<file path="src/rtl/piso_bit_serializer.sv">
// Parallel-in/serial-out: an accepted word emits bit 0 one cycle after accept, then one bit per clock.
// load_ready only in IDLE or the last frame cycle. Define SERIALIZER_PARITY_EN for a trailing even-parity bit.
module piso_bit_serializer #(
  parameter int WIDTH     = 8,
  parameter bit MSB_FIRST = 1'b1
) (
  input  logic             clk,
  input  logic             rst,
  input  logic [WIDTH-1:0] din,
  input  logic             load_valid,
  output logic             load_ready,
  output logic             sout,
  output logic             sout_valid,
  output logic             frame_done
);

  localparam int            CW   = $clog2(WIDTH + 1);
  localparam logic [CW-1:0] LAST = CW'(WIDTH - 1);

`ifdef SERIALIZER_PARITY_EN
  typedef enum logic [1:0] {IDLE, SHIFT, PAR} state_t;
`else
  typedef enum logic [1:0] {IDLE, SHIFT} state_t;
`endif

  state_t           state, state_nxt;
  logic [WIDTH-1:0] shreg, shreg_nxt, shifted;
  logic [CW-1:0]    cnt, cnt_nxt;
  logic             sout_nxt, valid_nxt, done_nxt;
  logic             last_bit, reload_win;
`ifdef SERIALIZER_PARITY_EN
  logic             par, par_nxt;
`endif

  assign last_bit = (state == SHIFT) && (cnt == LAST);
`ifdef SERIALIZER_PARITY_EN
  assign reload_win = (state == PAR);
`else
  assign reload_win = last_bit;
`endif
  assign load_ready = !rst && ((state == IDLE) || reload_win);
  assign shifted    = MSB_FIRST ? {shreg[WIDTH-2:0], 1'b0} : {1'b0, shreg[WIDTH-1:1]};

  always_comb begin
    state_nxt = state;
    shreg_nxt = shreg;
    cnt_nxt   = cnt;
`ifdef SERIALIZER_PARITY_EN
    par_nxt   = par;
`endif
    if (load_valid && load_ready) begin
      state_nxt = SHIFT;
      shreg_nxt = din;
      cnt_nxt   = '0;
`ifdef SERIALIZER_PARITY_EN
      par_nxt   = ^din;
`endif
    end else begin
      case (state)
        SHIFT: begin
          if (last_bit) begin
`ifdef SERIALIZER_PARITY_EN
            state_nxt = PAR;
`else
            state_nxt = IDLE;
`endif
            shreg_nxt = '0;
            cnt_nxt   = '0;
          end else begin
            shreg_nxt = shifted;
            cnt_nxt   = cnt + CW'(1);
          end
        end
`ifdef SERIALIZER_PARITY_EN
        PAR: state_nxt = IDLE;
`endif
        default: ;
      endcase
    end

    // Outputs are precomputed from next-state so they leave straight from flops.
    valid_nxt = (state_nxt != IDLE);
    sout_nxt  = MSB_FIRST ? shreg_nxt[WIDTH-1] : shreg_nxt[0];
`ifdef SERIALIZER_PARITY_EN
    if (state_nxt == PAR) sout_nxt = par_nxt;
    done_nxt  = (state_nxt == PAR);
`else
    done_nxt  = (state_nxt == SHIFT) && (cnt_nxt == LAST);
`endif
    if (state_nxt == IDLE) sout_nxt = 1'b0;
  end

  always_ff @(posedge clk or posedge rst) begin
    if (rst) begin
      state      <= IDLE;
      shreg      <= '0;
      cnt        <= '0;
      sout       <= 1'b0;
      sout_valid <= 1'b0;
      frame_done <= 1'b0;
`ifdef SERIALIZER_PARITY_EN
      par        <= 1'b0;
`endif
    end else begin
      state      <= state_nxt;
      shreg      <= shreg_nxt;
      cnt        <= cnt_nxt;
      sout       <= sout_nxt;
      sout_valid <= valid_nxt;
      frame_done <= done_nxt;
`ifdef SERIALIZER_PARITY_EN
      par        <= par_nxt;
`endif
    end
  end

endmodule

</file>
<file path="config.mk">
export PLATFORM = sky130hd
export DESIGN_NAME = piso_bit_serializer
export DESIGN_NICKNAME = d
export VERILOG_FILES = /design/src/rtl/piso_bit_serializer.sv
export SDC_FILE = /design/constraint.sdc
export NUM_CORES = 1
export LEC_CHECK = 0
export BUFFER_PORTS_ARGS = -buffer_cell sky130_fd_sc_hd__buf_2
export CAP_MARGIN = 20
export CORE_ASPECT_RATIO = 0.9
export CORE_MARGIN = 3
export CORE_UTILIZATION = 58
export DETAILED_ROUTE_END_ITERATION = 10
export MAX_ROUTING_LAYER = met4
export PLACE_DENSITY_LB_ADDON = 0.08
export SYNTH_ARGS = -nofsm -noshare
export SYNTH_HDL_FRONTEND = slang
export SYNTH_SLANG_ARGS = --single-unit
export TNS_END_PERCENT = 30
</file>
<file path="constraint.sdc">
create_clock -name clk -period 4.2 [get_ports clk]
set_input_delay 0.63 -clock clk [delete_from_list [all_inputs] [get_ports clk]]
set_output_delay 0.63 -clock clk [all_outputs]
set_load 0.02 [all_outputs]
</file>
; ---- After elaboration in Yosys (flattened, before gate mapping)
; Index checks and enable logic that the tools add are counted.
[op_classes]
add_sub_neg = 1
reduce_logical = 10
eq_ne = 4
n_mux = 10
[op_table]
columns = cell, count
row1 = $mux 8, 3
row2 = $mux 4, 3
row3 = $eq 4x3->1 const B, 2
row4 = $mux 2, 3
row5 = $add 4x1->4 const B, 1
row6 = $eq 2x1->1 const B, 2
row7 = $logic_and 1x1->1, 4
row8 = $logic_not 2->1, 2
row9 = $reduce_bool 2->1, 2
row10 = $logic_not 1->1, 1
row11 = $logic_or 1x1->1, 1
row12 = $mux 1, 1
[totals]
regBits = 17
out_inout_bits = 4
input_bits = 11

; ---- Longest topological paths before layout
; Gate-level depths: netlist (run 1).
[depth]
word_depth = 8
ltp_mapped = 5
depth_no_buf = 4

; ---- Worst setup path before layout (run 1)
; No wires, ideal clock.
[synth_timing]
path_kind = input to output
startpoint = input port rst
endpoint = output port load_ready
t_arrival_ns = 1.320
slack_ns = 2.250
t_required_ns = 3.570
stages = 2
path_buffers = 0
cell_sequence = inv_1 -> and2_1
[synth_via]
elab_chain_len = 2
[synth_rtl]
columns = element, line
row1 = "start, declared", 8  ; input logic rst,
row2 = $logic_not 1->1 (no source line), -
row3 = $logic_and 1x1->1, 41  ; assign load_ready = !rst && ((state == IDLE) || reload_win);
row4 = "end, declared", 11  ; output logic load_ready,
; No other way between the ends.

; ---- Worst setup path after layout (run 1)
[layout_timing]
startpoint = register cnt[0]
endpoint = output port load_ready
[layout_via]
elab_chain_len = 4
[layout_rtl]
columns = element, line
row1 = "start, declared", 28  ; logic [CW-1:0] cnt, cnt_nxt;
row2 = "start signal, assigned", 107  ; cnt <= cnt_nxt;
row3 = $eq 4x3->1, 35  ; assign last_bit = (state == SHIFT) && (cnt == LAST);
row4 = $logic_and 1x1->1, 35
row5 = $logic_or 1x1->1, 41
row6 = $logic_and 1x1->1, 41
; No other way between the ends.

==> flow_metrics.env, run 1 <==
export IMPL_row_count=13
export IMPL_grt_pass1_wl_um=2420
export IMPL_cts_tree="built"
export IMPL_overflow=0
export IMPL_clkTransAtPathRegs_ps=90
export IMPL_cp_top_family="flip-flops"
export IMPL_dp_cells=109
export IMPL_period_minus_slack_ps=2370
export IMPL_drv_slew=0
export IMPL_p_sw_frac=0.370
export IMPL_setup_viol=0
export IMPL_synth_top_area_cell="dfrtp_1"
export IMPL_ios=15
export IMPL_yosysWarnings=0
export IMPL_multi_input_area_um2=453
export IMPL_initial_core_util=0.626
export IMPL_end_kind="output pin"
export IMPL_cts_buffers=3
export IMPL_drt_iter0_drc=8
export IMPL_max_vdd_ir_drop_mv=0.332
export IMPL_stdcell_area_mm2=0.00101
export IMPL_place_congestion=0.741
export IMPL_critical_path_max_stage_delay_ps=420
export IMPL_dieArea_mm2=0.00211
export IMPL_cts_htree_levels=1
export IMPL_cts_setup_buffers=0
export IMPL_fin_hold_ws_ps=444
export IMPL_ys_seq_area_frac=0.459
export IMPL_wl_um=1460
export IMPL_place_area_um2=983
export IMPL_num_vias=603
export IMPL_drc=0
export IMPL_nFillCells=128
export IMPL_core_area_mm2=0.00148
export IMPL_total_power_mw=0.653
export IMPL_vias_per_cell=5.34
export IMPL_clock_path_buffers=2
export IMPL_cts_root_buffer="clkbuf_4"
export IMPL_hpwl_um=990
export IMPL_setup_worst_path_class="reg2out"
export IMPL_post_cts_resized=0
export IMPL_final_cell_mix="17 x dfrtp_1, 14 x buf_2, 7 x nand3b_1, 7 x o2bb2ai_1, 5 x mux2_4"
export IMPL_status="finished clean"
export IMPL_clockPowerShare=0.127
export IMPL_arrival_ps=1740
export IMPL_antenna_found_initial=0
export IMPL_wl_per_cell_um=12.9
export IMPL_synth_area_um2=926
export IMPL_fin_skew_ps=3.99
export IMPL_critPathRequiredTime_ps=3570
export IMPL_crit_path_start_kind="flip-flop"
export IMPL_syn_inst=80
export IMPL_worst_slew_pin_slew_ps=718
export IMPL_synth_edff_count=0
export IMPL_hp_class="in2async"
export IMPL_maxCapViolations=0
export IMPL_final_seq_area_um2=425
export IMPL_die_h_um=43.9
export IMPL_clkLatencyLatePin_ps=280
export IMPL_finalNonFillerCells=113
export IMPL_path_max_fanout=6
export IMPL_die_w_um=48.1
export IMPL_portBuffers=14
export IMPL_synth_ff_latch_count=17
export IMPL_syn_nets=92
export IMPL_first_pass_iters=4
export IMPL_ant_nets=0
export IMPL_timing_slew_headroom=0.520
export IMPL_antenna_cells=0
export IMPL_fin_crit_sh=0.565
export IMPL_internal_power_mw=0.411
export IMPL_cp_buffers_inverters=1
export IMPL_cts_sinks=17
export IMPL_postCtsHoldBufs=0
export IMPL_drive_above_1_share=0.308
export IMPL_num_nets_final=104
export IMPL_final_common_cell="dfrtp_1"
export IMPL_syn_avg_cell_area_um2=11.6
export IMPL_finalHoldViolCount=0
export IMPL_fin_tns_setup_ps=0
export IMPL_flow_area_growth_from_synthesis_pct=9.05
export IMPL_rsz0062_at_grt="false"
export IMPL_grt_max_degree=19
export IMPL_synth_top_area_share=0.459
export IMPL_crit_path_cell_trace="ha_1 -> nand3b_2 -> a21oi_1 -> and2_1 -> buf_2"
export IMPL_max_clock_freq_mhz=422
export IMPL_power_frac_comb=0.437
export IMPL_grt_pass1_vias=584
export IMPL_p_per_area_mw_per_mm2=646
export IMPL_share_seq_of_total_power=0.436
export IMPL_yosys_cell_types_count=31
export IMPL_cpMaxStageDelayCell="dfrtp_1"
export IMPL_leakage_nw=0.451
export IMPL_postSynth_asyncResetShare=1.00
export IMPL_synth_area_leaders="dfrtp_1 46%, mux2_4 8.1%, o2bb2ai_1 6.6%"
export IMPL_power_switching_mw=0.242
export IMPL_grt_usage=0.173
export IMPL_synth_flop_cell="dfrtp_1"
## cell families (layout without fill, tap and decap cells)
family          Yosys count  after routing  share of synthesized area
buf+inv                   9             20                     0.0514
simple gates             25             25                      0.174
fa+ha+maj                 1              1                     0.0135
compound gates           16             16                      0.141
xor+xnor                  1              1                    0.00946
flops                    17             17                      0.459
mux                      11             11                      0.151
## per-layer routing
layer | up-vias | track usage | wire length, um
met4 | 0 | 0.0914 | 12
met3 | 2 | 0.0498 | 73
met2 | 14 | 0.248 | 647
li1 | 312 | - | -
met1 | 275 | 0.217 | 727
met5 | - | - | 0
## registers in the layout, summed over array words and instances, names as in the netlist
signal and flops:
sout 1, frame_done 1, shreg 8, cnt 4, sout_valid 1, state 2
## per-stage QoR
step / util / setup WS, ps
final: 0.682 / 1830
after global routing: 0.682 / 1680
after CTS: 0.682 / 1810
after detailed placement: 0.664 / 1940
after global placement: 0.664 / 1960
after floorplan: - / 2250
## synth_stat cells (2+ instances only)
cell	n
mux2_4	5
o21ai_0	2
o2bb2ai_1	7
mux2_2	4
buf_2	2
inv_1	2
clkbuf_1	3
nand2b_1	2
nor2_1	2
a21oi_1	3
dfrtp_1	17
and2_1	2
nand2_1	4
nand3b_1	7
mux2i_1	2
## worst paths after layout
kind | endpoint | slack, ps | from | depth (start not counted)
worst max register to register | shreg[5] | 2140 | cnt[0] | 4
worst max-delay path | load_ready | 1830 | cnt[0] | 5
min in group clk | shreg[0] | 540 | shreg[0] | 2
worst min register to register | shreg[0] | 540 | shreg[0] | 2
worst min-delay path | cnt[3] | 440 | rst | 2
max in group asynchronous | shreg[5] | 3340 | rst | 2
## area by class of cell
cell class,instances,share of cell area
sequential,17,0.421
multi-input combinational,54,0.449
timing repair buffer,14,0.0694
inverter,2,0.00743
tap,22,0.0273
clock buffer,4,0.0260
## power by group through the flow
stage / Clock, mW / Combinational (mW) / Sequential (mW)
2_1_floorplan: 0 / 0.248 / 0.278
3_3_place_gp: 0 / 0.277 / 0.286
3_5_place_dp: 0 / 0.285 / 0.289
4_1_cts: 0.0881 / 0.288 / 0.285
5_1_grt: 0.0968 / 0.314 / 0.297
6_report: 0.0829 / 0.285 / 0.285
Note: power is estimated with default switching activity, not from simulation.
==> run 2, diff against run 1 <==
CORE_UTILIZATION = 54   (was 58)
clock period = 2.4 ns   (was 4.2 ns; I/O delays follow)
==> flow_metrics.env, run 2 (same netlist as run 1, synthesis figures left out) <==
export IMPL_critPathRequiredTime_ps=2040
export IMPL_setup_viol=0
export IMPL_met2_usage=0.277
export IMPL_drv_slew=0
export IMPL_cp_depth=5
export IMPL_drc=0
export IMPL_num_vias=638
export IMPL_ios=15
export IMPL_p_per_area_mw_per_mm2=1140
export IMPL_critical_path_endpoint="load_ready"
export IMPL_status="finished clean"
export IMPL_cts_htree_levels=1
export IMPL_reg2reg_to="shreg[5]"
export IMPL_postCtsHoldBufs=0
export IMPL_top_regs="shreg (8), cnt (4), state (2)"
export IMPL_wl_per_cell_um=14.3
export IMPL_fin_hold_ws_ps=79.2
export IMPL_clkLatencyLatePin_ps=280
export IMPL_max_clock_freq_mhz=481
export IMPL_internal_power_mw=0.725
export IMPL_cts_sinks=17
export IMPL_cts_tree="built"
export IMPL_clock_path_buffers=2
export IMPL_fin_skew_ps=1.26
export IMPL_wl_um=1640
export IMPL_grt_pass1_vias=623
export IMPL_power_frac_comb=0.440
export IMPL_antenna_cells=0
export IMPL_drive_above_1_share=0.323
export IMPL_fin_crit_sh=0.866
export IMPL_hpwl_um=1120
export IMPL_maxCapViolations=0
export IMPL_final_cell_mix="17 x dfrtp_1, 14 x buf_2, 7 x nand3b_1, 7 x o2bb2ai_1, 5 x mux2_4"
export IMPL_clockPowerShare=0.128
export IMPL_largest_register_ffs=8
export IMPL_cpMaxStageDelayCell="dfrtp_1"
export IMPL_timing_slew_headroom=0.642
export IMPL_dieArea_mm2=0.00225
export IMPL_fin_tns_setup_ps=0
export IMPL_post_cts_resized=0
export IMPL_crit_path_start_kind="flip-flop"
export IMPL_r2r_start="cnt[0]"
export IMPL_final_common_cell="dfrtp_1"
export IMPL_antenna_found_initial=0
export IMPL_period_minus_slack_ps=2080
export IMPL_cts_buffers=3
export IMPL_drt_iter0_drc=11
export IMPL_startpoint="cnt[0]"
export IMPL_path_max_fanout=6
export IMPL_leakage_nw=0.461
export IMPL_p_sw_frac=0.379
export IMPL_place_congestion=0.824
export IMPL_flow_area_growth_from_synthesis_pct=10.7
export IMPL_core_area_mm2=0.00153
export IMPL_cts_root_buffer="clkbuf_4"
export IMPL_initial_core_util=0.606
export IMPL_worst_slew_pin_slew_ps=535
export IMPL_hp_class="in2async"
export IMPL_crit_path_cell_trace="ha_1 -> nand3b_2 -> a21oi_1 -> and2_1 -> buf_2"
export IMPL_finalHoldViolCount=0
export IMPL_clkTransAtPathRegs_ps=90
export IMPL_max_vdd_ir_drop_mv=0.554
export IMPL_cts_setup_buffers=0
export IMPL_grt_pass1_wl_um=2730
export IMPL_end_kind="output pin"
export IMPL_die_h_um=45.3
export IMPL_rsz0062_at_grt="false"
export IMPL_die_w_um=49.6
export IMPL_setup_worst_path_class="reg2out"
export IMPL_grt_usage=0.169
export IMPL_critical_path_max_stage_delay_ps=410
export IMPL_regMostFlops="shreg"
export IMPL_ant_nets=0
export IMPL_overflow=0
export IMPL_grt_max_degree=19
export IMPL_portBuffers=14
export IMPL_share_seq_of_total_power=0.432
export IMPL_r2r_cells=4
export IMPL_grt_busiest_layer="met2"
export IMPL_use_met1=0.192
export IMPL_num_nets_final=106
export IMPL_row_count=13
export IMPL_first_pass_iters=4
export IMPL_cp_top_family="flip-flops"
export IMPL_reg2reg_slack_ps=490
export IMPL_power_switching_mw=0.442
export IMPL_use_met3=0.0594
export IMPL_cp_buffers_inverters=1
export IMPL_vias_per_cell=5.55
export IMPL_arrival_ps=1720
run 2: cell types whose count changed in the layout (fill, tap and decap cells not counted):
cell / change
buf_4: +2
run 2: worst min-delay path by stage:
stage | start | endpoint | depth (start not counted)
2_1_floorplan | rst | cnt[0] | 1
3_3_place_gp | rst | sout | 3
3_5_place_dp | rst | sout | 3
4_1_cts | rst | shreg[7] | 3
5_1_grt | rst | sout | 3
6_report | rst | sout | 3
run 2: final cells by class:
type                       count  area, um^2
inverter                       2        7.51
multi-input combinational     54         453
tap                           22        27.5
timing repair buffer          16        85.1
fill                         142         504
sequential                    17         425
clock buffer                   4        26.3
run 2: metrics by stage:
stage	total power, mW	setup WS [ps]	utilization	instance area [um^2]	cells
finish	1.17	320	0.670	1020	115
detailed placement	1.02	512	0.653	998	111
floorplan	0.921	754	-	926	80
global route	1.25	163	0.670	1020	115
global placement	1.00	540	0.653	998	111
CTS	1.18	310	0.670	1020	115
run 2: power by group through the flow:
| stage | logic [mW] | registers, mW | clock network (mW) |
|---|---|---|---|
| after floorplan | 0.434 | 0.487 | 0 |
| after global placement | 0.499 | 0.501 | 0 |
| after detailed placement | 0.511 | 0.508 | 0 |
| after CTS | 0.518 | 0.502 | 0.158 |
| after global routing | 0.558 | 0.520 | 0.167 |
| final | 0.513 | 0.504 | 0.150 |
run 2: worst register-to-register path, stage by stage (launching register included):
cell and delay (ps):
dfrtp_1 410, ha_1 310, nand3b_2 150, a211oi_4 540, mux2_2 400
run 2: metal layers:
metal / part of all wire / vias up
met5: 0 / -
met4: 0.0067 / 0
met3: 0.054 / 2
met2: 0.49 / 16
met1: 0.44 / 303
li1: - / 317
==> run 3, diff against run 2 <==
CORE_ASPECT_RATIO = not set   (was 0.9)
==> flow_metrics.env, run 3 (same netlist as run 1, synthesis figures left out) <==
export IMPL_num_nets_final=106
export IMPL_die_h_um=47.4
export IMPL_drive_above_1_share=0.323
export IMPL_final_common_cell="dfrtp_1"
export IMPL_drt_iter0_drc=5
export IMPL_clkTransAtPathRegs_ps=90
export IMPL_post_cts_resized=0
export IMPL_cts_setup_buffers=0
export IMPL_core_area_mm2=0.00156
export IMPL_fin_skew_ps=2.81
export IMPL_leakage_nw=0.461
export IMPL_timing_slew_headroom=0.628
export IMPL_worst_slew_pin_slew_ps=557
export IMPL_flow_area_growth_from_synthesis_pct=9.87
export IMPL_initial_core_util=0.594
export IMPL_antenna_cells=0
export IMPL_hpwl_um=1020
export IMPL_vias_per_cell=5.82
export IMPL_cts_buffers=3
export IMPL_maxCapViolations=0
export IMPL_top_regs="shreg (8), cnt (4), state (2)"
export IMPL_total_power_mw=1.15
export IMPL_wl_per_cell_um=13.8
export IMPL_ios=15
export IMPL_final_cell_mix="17 x dfrtp_1, 14 x buf_2, 7 x nand3b_1, 7 x o2bb2ai_1, 5 x mux2_4"
export IMPL_fin_tns_setup_ps=0
export IMPL_p_per_area_mw_per_mm2=1130
export IMPL_row_count=14
export IMPL_grt_pass1_wl_um=2490
export IMPL_rsz0062_at_grt="false"
export IMPL_crit_path_start_kind="flip-flop"
export IMPL_place_area_um2=991
export IMPL_place_congestion=0.766
export IMPL_grt_pass1_vias=551
export IMPL_regMostFlops="shreg"
export IMPL_grt_max_degree=18
export IMPL_dp_cells=105
export IMPL_arrival_ps=1710
export IMPL_portBuffers=14
export IMPL_nFillCells=127
export IMPL_final_seq_area_um2=425
export IMPL_r2r_cells=4
export IMPL_setup_viol=0
export IMPL_fin_crit_sh=0.863
export IMPL_clkLatencyLatePin_ps=280
export IMPL_overflow=0
export IMPL_ant_nets=0
export IMPL_postCtsHoldBufs=0
export IMPL_max_clock_freq_mhz=483
export IMPL_finalNonFillerCells=109
export IMPL_clock_path_buffers=2
export IMPL_critPathRequiredTime_ps=2040
export IMPL_num_vias=634
export IMPL_stdcell_area_mm2=0.00102
export IMPL_largest_register_ffs=8
export IMPL_period_minus_slack_ps=2070
export IMPL_fin_hold_ws_ps=102
export IMPL_reg2reg_slack_ps=510
export IMPL_end_kind="output pin"
export IMPL_hp_class="in2async"
export IMPL_setup_worst_path_class="reg2out"
export IMPL_cts_root_buffer="clkbuf_4"
export IMPL_reg2reg_to="shreg[4]"
export IMPL_multi_input_area_um2=453
export IMPL_grt_usage=0.161
export IMPL_finalHoldViolCount=0
export IMPL_path_max_fanout=6
export IMPL_cts_tree="built"
export IMPL_antenna_found_initial=0
export IMPL_first_pass_iters=4
export IMPL_drv_slew=0
export IMPL_dieArea_mm2=0.00225
export IMPL_r2r_start="cnt[0]"
export IMPL_die_w_um=47.4
export IMPL_cts_sinks=17
export IMPL_drc=0
export IMPL_max_vdd_ir_drop_mv=0.565
export IMPL_status="finished clean"
export IMPL_wl_um=1510
export IMPL_cts_htree_levels=1
==> run 3: area by class of cell <==
type / instances / share of cell area
sequential: 17 / 0.418
clock buffer: 4 / 0.0258
timing repair buffer: 16 / 0.0836
inverter: 2 / 0.00738
multi-input combinational: 54 / 0.445
tap: 16 / 0.0197
==> run 3: worst max-delay path by stage <==
stage	start	to	slack, ps	cells past startpoint
final	cnt[0]	load_ready	330	5
after floorplan	cnt[0]	shreg[1]	750	5
after global placement	cnt[0]	shreg[4]	540	4
after detailed placement	cnt[0]	shreg[5]	500	4
after CTS	cnt[0]	load_ready	300	5
after global routing	cnt[0]	load_ready	180	5
==> run 3: critical path, stage by stage (launching register included) <==
cell	delay, ps
dfrtp_1	410
ha_1	290
nand3b_2	140
a21oi_1	270
and2_1	160
buf_2	150
==> run 3: power breakdown <==
group | switching, mW | internal [mW] | total (mW)
combinational | 0.244 | 0.262 | 0.505
sequential | 0.103 | 0.396 | 0.499
clock | 0.0847 | 0.0645 | 0.149
==> run 3: stage by stage <==
step	setup slack [ps]	utilization
after floorplan	754	-
after global placement	537	0.636
after detailed placement	501	0.636
after CTS	303	0.652
after global routing	177	0.652
final	330	0.652
==> run 3: per-layer routing <==
layer | GRT usage | up-vias | part of all wire
met5 | - | - | 0
met4 | 0.0497 | 0 | 0
met3 | 0.0345 | 0 | 0.048
met2 | 0.246 | 12 | 0.47
met1 | 0.212 | 307 | 0.48
li1 | - | 315 | -
